===== src/rtl/io_bridge_pkg.sv =====
// io_bridge shared definitions: address map, timer register offsets,
// CTRL field positions, MODE codes and the timer FSM state encoding.
package io_bridge_pkg;

    // Address map (inclusive limits)
    localparam logic [31:0] DM_LIMIT  = 32'h0000_2FFF;
    localparam logic [31:0] TC0_BASE  = 32'h0000_7F00;
    localparam logic [31:0] TC0_LIMIT = 32'h0000_7F0B;
    localparam logic [31:0] TC1_BASE  = 32'h0000_7F10;
    localparam logic [31:0] TC1_LIMIT = 32'h0000_7F1B;
    localparam logic [31:0] EXT_BASE  = 32'h0000_7F20;
    localparam logic [31:0] EXT_LIMIT = 32'h0000_7F23;

    // Timer register word offsets (address bits [3:2])
    localparam logic [1:0] OFF_CTRL   = 2'd0;
    localparam logic [1:0] OFF_PRESET = 2'd1;
    localparam logic [1:0] OFF_COUNT  = 2'd2;

    // CTRL field positions
    localparam int CTRL_EN = 0;
    localparam int CTRL_IM = 3;

    // MODE code that reloads; every other code behaves as one-shot
    localparam logic [1:0] MODE_RELOAD = 2'b01;

    typedef enum logic [1:0] {
        TC_IDLE = 2'd0,
        TC_LOAD = 2'd1,
        TC_CNT  = 2'd2,
        TC_INT  = 2'd3
    } tc_state_e;

    // Inclusive address range test
    function automatic logic addr_in_range(input logic [31:0] addr,
                                           input logic [31:0] lo,
                                           input logic [31:0] hi);
        return (addr >= lo) && (addr <= hi);
    endfunction

endpackage


===== src/rtl/io_bridge_if.sv =====
// CPU M-stage data port bundle between the CPU (master) and io_bridge (slave).
interface io_bridge_if;
    logic [31:0] cpu_addr;
    logic [31:0] cpu_wdata;
    logic [3:0]  cpu_byteen;
    logic [31:0] cpu_rdata;

    modport master (
        output cpu_addr,
        output cpu_wdata,
        output cpu_byteen,
        input  cpu_rdata
    );

    modport slave (
        input  cpu_addr,
        input  cpu_wdata,
        input  cpu_byteen,
        output cpu_rdata
    );
endinterface


===== src/rtl/io_bridge_tc_core.sv =====
// Count-down timer core (tc_core): CTRL/PRESET/COUNT registers, the
// IDLE/LOAD/CNT/INT sequencer and the interrupt flag. Writes arrive only as
// full-word stores already qualified by the bridge decode.
module io_bridge_tc_core
    import io_bridge_pkg::*;
#(
    parameter int TC_W = 32
) (
    input  logic        clk,
    input  logic        rst_n,
    input  logic        sel_i,      // address hits this timer's region
    input  logic        wr_i,       // full-word store this cycle
    input  logic [1:0]  off_i,      // register word offset
    input  logic [31:0] wdata_i,
    output logic [31:0] rdata_o,
    output logic        irq_o
);

    tc_state_e         state_q;
    logic [3:0]        ctrl_q;
    logic [TC_W-1:0]   preset_q;
    logic [TC_W-1:0]   count_q;
    logic              irq_q;

    logic              ctrl_wr_s;
    logic              preset_wr_s;
    logic              reload_s;
    logic              irq_set_s;
    logic              irq_clr_s;

    // Write strobes and interrupt set/clear conditions
    always_comb begin
        ctrl_wr_s   = sel_i && wr_i && (off_i == OFF_CTRL);
        preset_wr_s = sel_i && wr_i && (off_i == OFF_PRESET);
        reload_s    = (ctrl_q[2:1] == MODE_RELOAD);
        irq_set_s   = (state_q == TC_CNT) && ctrl_q[CTRL_EN] && (count_q == '0);
        irq_clr_s   = ctrl_wr_s || preset_wr_s || ((state_q == TC_INT) && reload_s);
    end

    // Timer registers, sequencer and irq flag (CPU CTRL write beats FSM EN clear)
    always_ff @(posedge clk or negedge rst_n) begin
        if (!rst_n) begin
            state_q  <= TC_IDLE;
            ctrl_q   <= 4'h0;
            preset_q <= '0;
            count_q  <= '0;
            irq_q    <= 1'b0;
        end else begin
            if (preset_wr_s) begin
                preset_q <= wdata_i[TC_W-1:0];
            end else begin
                preset_q <= preset_q;
            end

            if (ctrl_wr_s) begin
                ctrl_q <= wdata_i[3:0];
            end else if ((state_q == TC_INT) && !reload_s) begin
                ctrl_q[CTRL_EN] <= 1'b0;
            end else begin
                ctrl_q <= ctrl_q;
            end

            // a new expiry takes priority over a simultaneous clear
            if (irq_set_s) begin
                irq_q <= 1'b1;
            end else if (irq_clr_s) begin
                irq_q <= 1'b0;
            end else begin
                irq_q <= irq_q;
            end

            case (state_q)
                TC_IDLE: begin
                    if (ctrl_q[CTRL_EN]) begin
                        state_q <= TC_LOAD;
                    end else begin
                        state_q <= TC_IDLE;
                    end
                end
                TC_LOAD: begin
                    count_q <= preset_q;
                    state_q <= TC_CNT;
                end
                TC_CNT: begin
                    if (!ctrl_q[CTRL_EN]) begin
                        state_q <= TC_IDLE;
                    end else if (count_q == '0) begin
                        state_q <= TC_INT;
                    end else begin
                        count_q <= count_q - {{(TC_W-1){1'b0}}, 1'b1};
                    end
                end
                TC_INT: begin
                    if (reload_s) begin
                        state_q <= TC_LOAD;
                    end else begin
                        state_q <= TC_IDLE;
                    end
                end
                default: begin
                    state_q <= TC_IDLE;
                end
            endcase
        end
    end

    // Register read-back; unused CTRL bits read as zero
    always_comb begin
        rdata_o = 32'h0;
        case (off_i)
            OFF_CTRL:   rdata_o = {28'h0, ctrl_q};
            OFF_PRESET: rdata_o = 32'(preset_q);
            OFF_COUNT:  rdata_o = 32'(count_q);
            default:    rdata_o = 32'h0;
        endcase
    end

    assign irq_o = irq_q & ctrl_q[CTRL_IM];

endmodule


===== src/rtl/io_bridge.sv =====
// io_bridge: decodes the CPU M-stage data port onto data memory, timers
// TC0/TC1 and the external-interrupt latch; returns read data combinationally
// and drives hwint[5:0] = {3'b0, ext_pend, tc1_irq, tc0_irq}.
// Build option: define IO_TC1_EN to instantiate TC1; otherwise its region
// reads 0, ignores writes and hwint[1] stays 0.
module io_bridge
    import io_bridge_pkg::*;
#(
    parameter int TC_W = 32
) (
    input  logic          clk,
    input  logic          rst_n,
    io_bridge_if.slave    cpu,
    output logic [31:0]   dm_addr_o,
    output logic [31:0]   dm_wdata_o,
    output logic [3:0]    dm_byteen_o,
    input  logic [31:0]   dm_rdata_i,
    input  logic          int_ext_i,
    output logic [5:0]    hwint_o
);

    logic        dm_sel_s;
    logic        tc0_sel_s;
    logic        tc1_sel_s;
    logic        ext_sel_s;
    logic        word_wr_s;
    logic        ext_clr_s;
    logic [31:0] tc0_rdata_s;
    logic [31:0] tc1_rdata_s;
    logic        tc0_irq_s;
    logic        tc1_irq_s;
    logic [31:0] rdata_s;
    logic        ext_pend_q;

    // Address decode; peripheral writes require all four byte lanes
    always_comb begin
        dm_sel_s  = (cpu.cpu_addr <= DM_LIMIT);
        tc0_sel_s = addr_in_range(cpu.cpu_addr, TC0_BASE, TC0_LIMIT);
        ext_sel_s = addr_in_range(cpu.cpu_addr, EXT_BASE, EXT_LIMIT);
        word_wr_s = (cpu.cpu_byteen == 4'hF);
        ext_clr_s = ext_sel_s && word_wr_s;
    end

    io_bridge_tc_core #(.TC_W(TC_W)) u_tc0 (
        .clk     (clk),
        .rst_n   (rst_n),
        .sel_i   (tc0_sel_s),
        .wr_i    (word_wr_s),
        .off_i   (cpu.cpu_addr[3:2]),
        .wdata_i (cpu.cpu_wdata),
        .rdata_o (tc0_rdata_s),
        .irq_o   (tc0_irq_s)
    );

`ifdef IO_TC1_EN
    assign tc1_sel_s = addr_in_range(cpu.cpu_addr, TC1_BASE, TC1_LIMIT);

    io_bridge_tc_core #(.TC_W(TC_W)) u_tc1 (
        .clk     (clk),
        .rst_n   (rst_n),
        .sel_i   (tc1_sel_s),
        .wr_i    (word_wr_s),
        .off_i   (cpu.cpu_addr[3:2]),
        .wdata_i (cpu.cpu_wdata),
        .rdata_o (tc1_rdata_s),
        .irq_o   (tc1_irq_s)
    );
`else
    // TC1 region behaves as unmapped space
    assign tc1_sel_s   = 1'b0;
    assign tc1_rdata_s = 32'h0;
    assign tc1_irq_s   = 1'b0;
`endif

    // External interrupt latch: a request in the same cycle as a clear wins
    always_ff @(posedge clk or negedge rst_n) begin
        if (!rst_n) begin
            ext_pend_q <= 1'b0;
        end else if (int_ext_i) begin
            ext_pend_q <= 1'b1;
        end else if (ext_clr_s) begin
            ext_pend_q <= 1'b0;
        end else begin
            ext_pend_q <= ext_pend_q;
        end
    end

    // Read-data mux; unmapped addresses return zero
    always_comb begin
        if (dm_sel_s) begin
            rdata_s = dm_rdata_i;
        end else if (tc0_sel_s) begin
            rdata_s = tc0_rdata_s;
        end else if (tc1_sel_s) begin
            rdata_s = tc1_rdata_s;
        end else if (ext_sel_s) begin
            rdata_s = {31'h0, ext_pend_q};
        end else begin
            rdata_s = 32'h0;
        end
    end

    assign cpu.cpu_rdata = rdata_s;
    assign dm_addr_o     = cpu.cpu_addr;
    assign dm_wdata_o    = cpu.cpu_wdata;
    assign dm_byteen_o   = dm_sel_s ? cpu.cpu_byteen : 4'h0;
    assign hwint_o       = {3'b000, ext_pend_q, tc1_irq_s, tc0_irq_s};

endmodule


===== src/flat_wrapper.sv =====
// flat-port wrapper written by rule: the top's interface ports become plain ports
module io_bridge_flat import io_bridge_pkg::*;
#(
    parameter int TC_W = 32
)
  (clk, rst_n, dm_addr_o, dm_wdata_o, dm_byteen_o, dm_rdata_i, int_ext_i, hwint_o, cpu_cpu_addr, cpu_cpu_wdata, cpu_cpu_byteen, cpu_cpu_rdata);
  io_bridge_if cpu_i ();
  input  logic clk;
  input  logic rst_n;
  output logic [31:0] dm_addr_o;
  output logic [31:0] dm_wdata_o;
  output logic [3:0] dm_byteen_o;
  input  logic [31:0] dm_rdata_i;
  input  logic int_ext_i;
  output logic [5:0] hwint_o;
  input wire logic [$bits(cpu_i.cpu_addr)-1:0] cpu_cpu_addr;
  input wire logic [$bits(cpu_i.cpu_wdata)-1:0] cpu_cpu_wdata;
  input wire logic [$bits(cpu_i.cpu_byteen)-1:0] cpu_cpu_byteen;
  output wire logic [$bits(cpu_i.cpu_rdata)-1:0] cpu_cpu_rdata;
  assign cpu_i.cpu_addr = cpu_cpu_addr;
  assign cpu_i.cpu_wdata = cpu_cpu_wdata;
  assign cpu_i.cpu_byteen = cpu_cpu_byteen;
  assign cpu_cpu_rdata = cpu_i.cpu_rdata;
  io_bridge #(.TC_W(TC_W)) u_core (.clk(clk), .rst_n(rst_n), .cpu(cpu_i), .dm_addr_o(dm_addr_o), .dm_wdata_o(dm_wdata_o), .dm_byteen_o(dm_byteen_o), .dm_rdata_i(dm_rdata_i), .int_ext_i(int_ext_i), .hwint_o(hwint_o));
endmodule

===== config.mk =====
export PLATFORM = sky130hd
export DESIGN_NAME = io_bridge_flat
export DESIGN_NICKNAME = d
export VERILOG_FILES = /design/src/rtl/io_bridge_pkg.sv /design/src/rtl/io_bridge_if.sv /design/src/rtl/io_bridge_tc_core.sv /design/src/rtl/io_bridge.sv /design/src/flat_wrapper.sv
export SDC_FILE = /design/constraint.sdc
export NUM_CORES = 1
export LEC_CHECK = 0
export ABC_AREA = 0
export CAP_MARGIN = 20
export CORE_ASPECT_RATIO = 1.75
export CORE_MARGIN = 2
export CORE_UTILIZATION = 35
export DETAILED_ROUTE_END_ITERATION = 6
export PLACE_DENSITY = 0.78
export SLEW_MARGIN = 30
export SYNTH_ARGS = -nofsm -noshare
export SYNTH_HDL_FRONTEND = slang
export SYNTH_SLANG_ARGS = --single-unit

===== constraint.sdc =====
create_clock -name clk -period 3.85 [get_ports clk]
set_input_delay 0.9625 -clock clk [delete_from_list [all_inputs] [get_ports clk]]
set_output_delay 0.9625 -clock clk [all_outputs]
set_load 0.02 [all_outputs]

* Word-level counts from Yosys, hierarchy flattened
Cells that the tools add are included.
** Word-level totals
- Bits in registers :: 72
- Output and inout port bits :: 106
** Operators by class
- Add/sub/neg operators :: 1
- Magnitude comparators :: 5
- Eq/ne operators :: 10
- Multiplexer cells :: 19
- Bitwise logic cells :: 1
- Reduce and logical (&&, ||, !) cells :: 21
** Operator list (count)
- $mux W32 :: 4
- $pmux W32 S3 :: 1
- $ge A32 B15 Y1 const B :: 2
- $le A32 B15 Y1 const B :: 2
- $pmux W32 S2 :: 1
- $le A32 B14 Y1 const B :: 1
- $logic_not A32 Y1 :: 1
- $sub A32 B1 Y32 const B :: 1
- $logic_and A1 B1 Y1 :: 10
- $mux W1 :: 9
- $pmux W2 S4 :: 1
- $reduce_bool A2 Y1 :: 4
- $eq A2 B1 Y1 const B :: 3
- $eq A2 B2 Y1 const B :: 3
- $eq A4 B4 Y1 const B :: 1
- $logic_not A2 Y1 :: 2
- $mux W2 :: 2
- $mux W4 :: 1
- $ne A2 B2 Y1 const B :: 2
- $ne A3 B2 Y1 const B :: 1
- $reduce_and A3 Y1 :: 1
- $logic_or A1 B1 Y1 :: 2
- $and A1 B1 Y1 :: 1
- $logic_not A1 Y1 :: 1

* Logic depth before layout (Yosys ltp)
Gate-level depths: netlist (run 1).
- Depth in word-level cells :: 8
- Mapped depth :: 9
- Gate-level depth less buffers :: 7

* By module
Synthesis (run 1) repeated with hierarchy kept, for this count alone.
** Second synthesis, totals
- Cells, all modules :: 580
- Area, all modules :: 5370.2 um^2
** Modules (own cells, without submodules)
- io_bridge_tc_core :: instances 1, cells each 407, area each 4010.1 um^2, sequential area each 1776.7 um^2
- io_bridge :: instances 1, cells each 173, area each 1360.1 um^2, sequential area each 25.0 um^2

* Least setup slack after synthesis (run 1)
OpenSTA, ideal clock, no wires.
- Kind :: input to output
- Start :: in cpu_cpu_addr[21]
- End :: out cpu_cpu_rdata[10]
- Arrival time :: 2616 ps
- Required time :: 2888 ps
- Path slack :: 272 ps
- Cell stages on the path :: 6
- Cell sequence :: nor4_1 nand4_1 a2111oi_2 clkbuf_1 nand2_1 o21ai_0
** Between the ends
- Word-level cells in the longest chain between the ends :: 4
- Elaborated cells between the ends (all ways) :: 6
** Ends and longest elaborated chain
- start, declared :: RTL line flat_wrapper.sv:16 : input wire logic [$bits(cpu_i.cpu_addr)-1:0] cpu_cpu_addr;
- $ge A32 B15 Y1 or $le A32 B15 Y1 (tied branches) :: RTL line io_bridge_pkg.sv:37 : return (addr >= lo) && (addr <= hi);
- $logic_and A1 B1 Y1 :: RTL line io_bridge_pkg.sv:37
- $mux W32 :: RTL line io_bridge.sv:92 : end else if (tc0_sel_s) begin
- $mux W32 (*) :: RTL line io_bridge.sv:90 : if (dm_sel_s) begin
- end, declared :: RTL line flat_wrapper.sv:19 : output wire logic [$bits(cpu_i.cpu_rdata)-1:0] cpu_cpu_rdata;
Mark *: on every way between the ends. The rest lies on a longest branch, timed or not.

* Worst setup path after layout (run 1)
- Start :: in cpu_cpu_addr[23]
- End :: out cpu_cpu_rdata[0]
** Between the ends
- Word-level cells in the longest chain between the ends :: 5
- Elaborated cells between the ends (all ways) :: 10
** Ends and longest elaborated chain
- $ge A32 B15 Y1 or $le A32 B15 Y1 (tied branches) :: RTL line io_bridge_pkg.sv:37
- $logic_and A1 B1 Y1 :: RTL line io_bridge_pkg.sv:37
- $mux W1 :: RTL line io_bridge.sv:96 : end else if (ext_sel_s) begin
- $mux W32 :: RTL line io_bridge.sv:92
- $mux W32 (*) :: RTL line io_bridge.sv:90
Marks and branches as above.

==> impl_metrics.toml, run 1 <==
[place]
gp_congestion = 0.9964
dpl_cell_area_sq_um = 7144
dpl.cell_count = 908
dp_hpwl_um = 12770
port_buffers = 204
dp_slack_ps = -662.8

[die]
coreArea_sq_um = 14440
start_util = 0.3582
io_pins = 209
die_w_um = 95.90
dieArea_sq_um = 15800
die_height_um = 164.8
rows = 58

[sta]
relSlewSlack = 0.4681
hold_viol = 0
fmax_mhz = 267.4
fin_crit_sh = 0.9715
worstMarginPinSlew_ps = 791.3
fin_ws_ps = 109.9
tns_ps = 0
skew_ps = 5.441
slew_violations = 0
setup_viol = 0
rsz0062_at_grt = "false"
fin_crit_ps = 3740

[power]
pwr_density_cell_nw_per_um2 = 251.0
p_leak_nw = 3.152
total_power_w = 0.001866
ir_worst_vdd_v = 0.0002120

[yosys]
synth_area_leaders = "dfrtp_1 (35%), buf_4 (10%), mux2_2 (6.5%)"
syn_area_per_cell_sq_um = 8.752
synth_cell_types = 56
synth-seq-cells = 72
syn_area_sq_um = 5172
ys.warnings.count = 0
synth.largest_area_cell = "dfrtp_1"
syn-instance-count = 591
synth-seq-area-share = 0.3483
synth-compound-area-share = 0.2194
synth_top_area_share = 0.3483
synth-xor-area-share = 0
synthAdderAreaFrac = 0.002419
synth_top_family_by_area = "compound AO/OA/AOI/OAI gates"
synth_simple_gate_area_frac = 0.1952
synthMuxAreaShare = 0.09095

[detailed_routing]
ant_nets = 0
route.detailed.drc = 0
routed_wirelength_um = 17430
wl_per_cell_um = 18.73
top_layer_used = "met4"
met3_length_um = 1299
dr.pass1.iters = 4
routed-via-count = 5198
drtIter0Drc = 365
m1WireLength_um = 5743
route.met2.wl_um = 9633
viasPerCell = 5.583

[layout]
layout_commonest_cell = "clkdlybuf4s50_1"
nFillCells = 1342
stdcell_count = 931
final_cell_mix = "clkdlybuf4s50_1 (151), dfrtp_1 (72), nor2_1 (51)"
stdcell_area_sq_um = 7433
layout.nets = 850
antenna_cells = 0
drive_gt1_frac = 0.2051
area_growth_pct = 43.71

[setup_path]
crit_type = "in -> out"
cp.required_ps = 2890
path_max_fanout = 7
end_kind = "output port"
cp_data_arrival_time_ps = 2780
critPathLaunchType = "primary input"

[clocking]
clockRootBuffer = "clkbuf_16"
clkTransAtPathRegs_ps = 60
cts.sinks = 72
numCtsBuffers = 9
clockBufferDepth = 2
cts_tree = "built"
insertion_delay_ps = 340
cts_max_level = 3

[outcome]
outcome = "completed"

[global_route]
grt_pass1_wl_um = 26450
grt_usage = 0.2196
antenna_found_initial = 0
grt_max_degree = 73
gr-total-overflow = 0
grt_pass1_vias = 5172

[min_path]
worstHoldPathType = "reg -> reg"

[job]
maxCapViolCount = 0
==> cells in the mapped netlist (all sizes together) <==
| cell type | n |
|---|---|
| inv | 7 |
| or4 | 8 |
| nand3b | 1 |
| mux2i | 5 |
| and4 | 2 |
| a22o | 3 |
| mux2 | 36 |
| buf | 79 |
| and4b | 1 |
| nand4b | 4 |
| dfrtp | 72 |
| o22a | 20 |
| o21ai | 41 |
| o31ai | 11 |
| or4b | 1 |
| a41oi | 5 |
| a32o | 1 |
| or2 | 1 |
| and2 | 10 |
| nor4 | 18 |
| nand2b | 4 |
| or3 | 3 |
| a22oi | 33 |
| nor3 | 25 |
| o31a | 2 |
| o221a | 1 |
| a21o | 1 |
| a21oi | 22 |
| nand4 | 8 |
| nand2 | 41 |
| o311ai | 1 |
| ha | 1 |
| and3 | 1 |
| o22ai | 1 |
| a2111oi | 1 |
| o211ai | 1 |
| a211oi | 3 |
| conb | 1 |
| nor2b | 6 |
| nor2 | 51 |
| nand3 | 3 |
| nor3b | 1 |
| a211o | 1 |
| a31oi | 20 |
| clkbuf | 33 |
==> path summary, 6_finish.rpt <==
| check | startpoint | to | slack [ps] | cells past startpoint |
|---|---|---|---|---|
| worst max-delay path | cpu_cpu_addr[23] | cpu_cpu_rdata[0] | 110 | 10 |
| worst min-delay path | u_core.ext_pend_q | u_core.ext_pend_q | 510 | 1 |
| worst max register to register | u_core.u_tc0.count_q[21] | u_core.u_tc0.count_q[8] | 1190 | 5 |
| worst min register to register | u_core.ext_pend_q | u_core.ext_pend_q | 510 | 1 |
| max in group asynchronous | rst_n | u_core.u_tc0.count_q[15] | 2770 | 1 |
| min in group asynchronous | rst_n | u_core.u_tc0.preset_q[25] | 640 | 1 |
==> where the power goes <==
part / leakage, nW / internal, W / switching [W]
Sequential: 0.996 / 0.000757 / 0.00000000000878
Clock: 0.140 / 0.000498 / 0.000310
Combinational: 2.02 / 0.000169 / 0.000131
==> state kept, by name (all words and copies together), names as in the netlist <==
register and flops:
u_core.u_tc0.count_q 32, u_core.u_tc0.preset_q 32, u_core.u_tc0.ctrl_q 4, u_core.u_tc0.state_q 2, u_core.ext_pend_q 1, u_core.u_tc0.irq_q 1
==> worst max-delay path: stages <==
cell and delay [ps]:
dlygate4sd2_1 280, nor4_2 270, nand4_1 200, a2111oi_4 320, buf_6 160, buf_12 110
clkbuf_16 150, nand2_1 50, o211ai_1 70, buf_2 190
==> through the flow <==
stage	hold slack, ps	util
floorplan	473.2	-
global route	548.8	0.5147
finish	507.3	0.5147
global placement	493.3	0.4942
detailed placement	500.9	0.4947
CTS	513.5	0.5107
==> timing repair <==
action,in CTS,in global routing
endpoints found under the setup margin,36,36
pin swaps,6,5
buffers inserted,4,1
hold buffers,0,0
resized for setup,191,44
cloned,2,1
==> cells by family (layout without fill, tap and decap cells) <==
group	count (synthesis)	count (layout)
DFF	72	72
muxes	41	41
buffers and inverters	119	276
adders and majority gates	1	1
and+or+nand+nor	189	189
other	1	4
AOI/OAI and AO/OA	168	168
==> metal layers <==
layer	track usage	vias to the layer above
li1	-	2441
met1	0.2235	2496
met2	0.4078	223
met3	0.04060	38
met4	0.1221	0
met5	0	-
==> layout make-up <==
cell class	instances	area, sq um	share of cell area
multi-input combinational	403	2699	0.3631
timing repair buffer	253	2400	0.3228
sequential	72	1802	0.2424
clock buffer	12	236.5	0.03181
tap	180	225.2	0.03030
clock inverter	4	45.04	0.006060
inverter	7	26.28	0.003535
Power figures use the tool's default switching activity.
==> inputs of run 2 (changes only) <==
Settings changed: PLACE_DENSITY 0.78 to 0.81.
Clock period 3.85 ns to 3 ns, I/O delays scaled along.
==> run 2 against run 1 <==
Critical path depth is the same; clock power increased by 24%; sequential share of layout area shrank 1.2 points; the flow now finishes with violations (negative setup slack); non-clock buffer count rose by 12; cell area increased by 5.1%; clock-buffer cell count rose by 2; via count up 2.2%; critical path type unchanged; global-route usage rose by 1.1 points; setup slack worse by 310 ps; first-iteration DRC count grew 15%; combinational power rose by 29%.
==> impl_metrics.toml, run 2 (same netlist as run 1, synthesis figures left out) <==
[die]
coreArea_sq_um = 14440
start_util = 0.3582
rows = 58
die_w_um = 95.90
io_pins = 209
dieArea_sq_um = 15800
die_height_um = 164.8

[place]
port_buffers = 204
dp_hpwl_um = 13120
dp_slack_ps = -1150
dpl_cell_area_sq_um = 7144
gp_congestion = 0.9171

[layout]
antenna_cells = 0
layout_commonest_cell = "clkdlybuf4s50_1"
layout.nets = 862
final_cell_mix = "clkdlybuf4s50_1 (139), dfrtp_1 (72), buf_4 (60)"
reg_top3 = "u_core.u_tc0.count_q x32, u_core.u_tc0.preset_q x32, u_core.u_tc0.ctrl_q x4"
area_growth_pct = 51.09
stdcell_area_sq_um = 7815
drive_gt1_frac = 0.2917

[global_route]
gr-total-overflow = 0
busiest_layer = "met2"
antenna_found_initial = 0
grt_pass1_vias = 5305
grt_max_degree = 73
met2_usage = 0.4447
grt_use_met3 = 0.03832
grt_pass1_wl_um = 27700
grt_usage = 0.2306
grtUsageMet1 = 0.2350

[setup_path]
r2r-start = "u_core.u_tc0.count_q[6]"
critPathLaunchType = "primary input"
r2r_cells = 5
end_kind = "output port"
r2r_slack_ps = 490
critPathLaunch = "cpu_cpu_addr[31]"
cp.required_ps = 2250
crit_type = "in -> out"
r2r-end = "u_core.u_tc0.count_q[29]"
cp_data_arrival_time_ps = 2450
path_max_fanout = 7

[detailed_routing]
routed_wirelength_um = 18390
wl_per_cell_um = 19.54
routed-via-count = 5311
ant_nets = 0
route.detailed.drc = 0
viasPerCell = 5.644
dr.pass1.iters = 5
drtIter0Drc = 421

[sta]
fmax_mhz = 312.1
fin_crit_ps = 3205
relSlewSlack = 0.5056
setup_viol = 36
skew_ps = 5.067
worstMarginPinSlew_ps = 741.6
fin_ws_ps = -204.6
fin_crit_sh = 1.068
rsz0062_at_grt = "true"
slew_violations = 0
hold_viol = 0

[power]
ir_worst_vdd_v = 0.0002474
p_leak_nw = 3.311
pwr_density_cell_nw_per_um2 = 301.9

[outcome]
violations = "negative setup slack"
outcome = "complete, but fails checks"

[clocking]
clockRootBuffer = "clkbuf_16"
clkTransAtPathRegs_ps = 50
cts.sinks = 72
cts_max_level = 3
cts_tree = "built"
insertion_delay_ps = 340
cts.hold.buffers_added = 0
numCtsBuffers = 9
clockBufferDepth = 2

[min_path]
worstHoldPathType = "in -> async"

[job]
maxCapViolCount = 0
## run 2: where the power goes
group	internal, W	total [W]	leakage, nW	switching, W
logic	0.000211	0.000387	2.18	0.000176
registers	0.000972	0.000972	0.996	0.0000000000111
clock network	0.000618	0.00100	0.135	0.000382
total	0.00180	0.00236	3.31	0.000558
## run 2: layout make-up
class                   count  area [sq um]
clock buffers              14         274.0
fillers                  1283          6626
inverters                   7         26.28
multi-input cells         403          2864
flip-flops and latches     72          1802
well taps                 180         225.2
repair buffers            265          2624
## run 2: critical path: stages
cell       delay, ps
buf_8            100
nor4_4           330
nand4_1          170
buf_4            170
a2111oi_4        300
buf_6            200
buf_12           150
nand2_2           40
o21ai_1           70
buf_4            160
## run 2: through the flow
step	total power (W)	util	std cells	TNS (ps)	hold WS, ps
4_1_cts	0.002371	0.5309	943	-6462	519.8
3_5_place_dp	0.001371	0.4947	914	-66150	507.6
3_3_place_gp	0.001369	0.4947	914	-64650	500.2
2_1_floorplan	0.001144	-	594	-888.1	454.4
6_report	0.002359	0.5412	941	-6291	390.9
5_1_grt	0.002436	0.5412	941	-9921	472.5
## run 2: worst max-delay path by stage
stage | end | slack, ps | depth (start not counted)
6_report | cpu_cpu_rdata[25] | -200 | 10
5_1_grt | cpu_cpu_rdata[13] | -290 | 10
3_3_place_gp | cpu_cpu_rdata[23] | -1110 | 8
2_1_floorplan | cpu_cpu_rdata[11] | -40 | 6
3_5_place_dp | cpu_cpu_rdata[8] | -1150 | 8
4_1_cts | cpu_cpu_rdata[5] | -210 | 12
## run 2: repair_timing
item                                    in CTS  in global routing
gates cloned                                 4                  0
endpoints found under the hold margin        0                  0
resized for setup                          304                 65
pin swaps                                   25                  9
endpoints found under the setup margin      73                 68
buffers inserted                            12                  1
## run 2: per-layer routing
layer,up-vias,share of wire,wire length (um)
met5,-,0,0
met4,0,0.034,622
met3,37,0.064,1185
met2,230,0.57,10390
met1,2591,0.34,6189
li1,2453,-,-
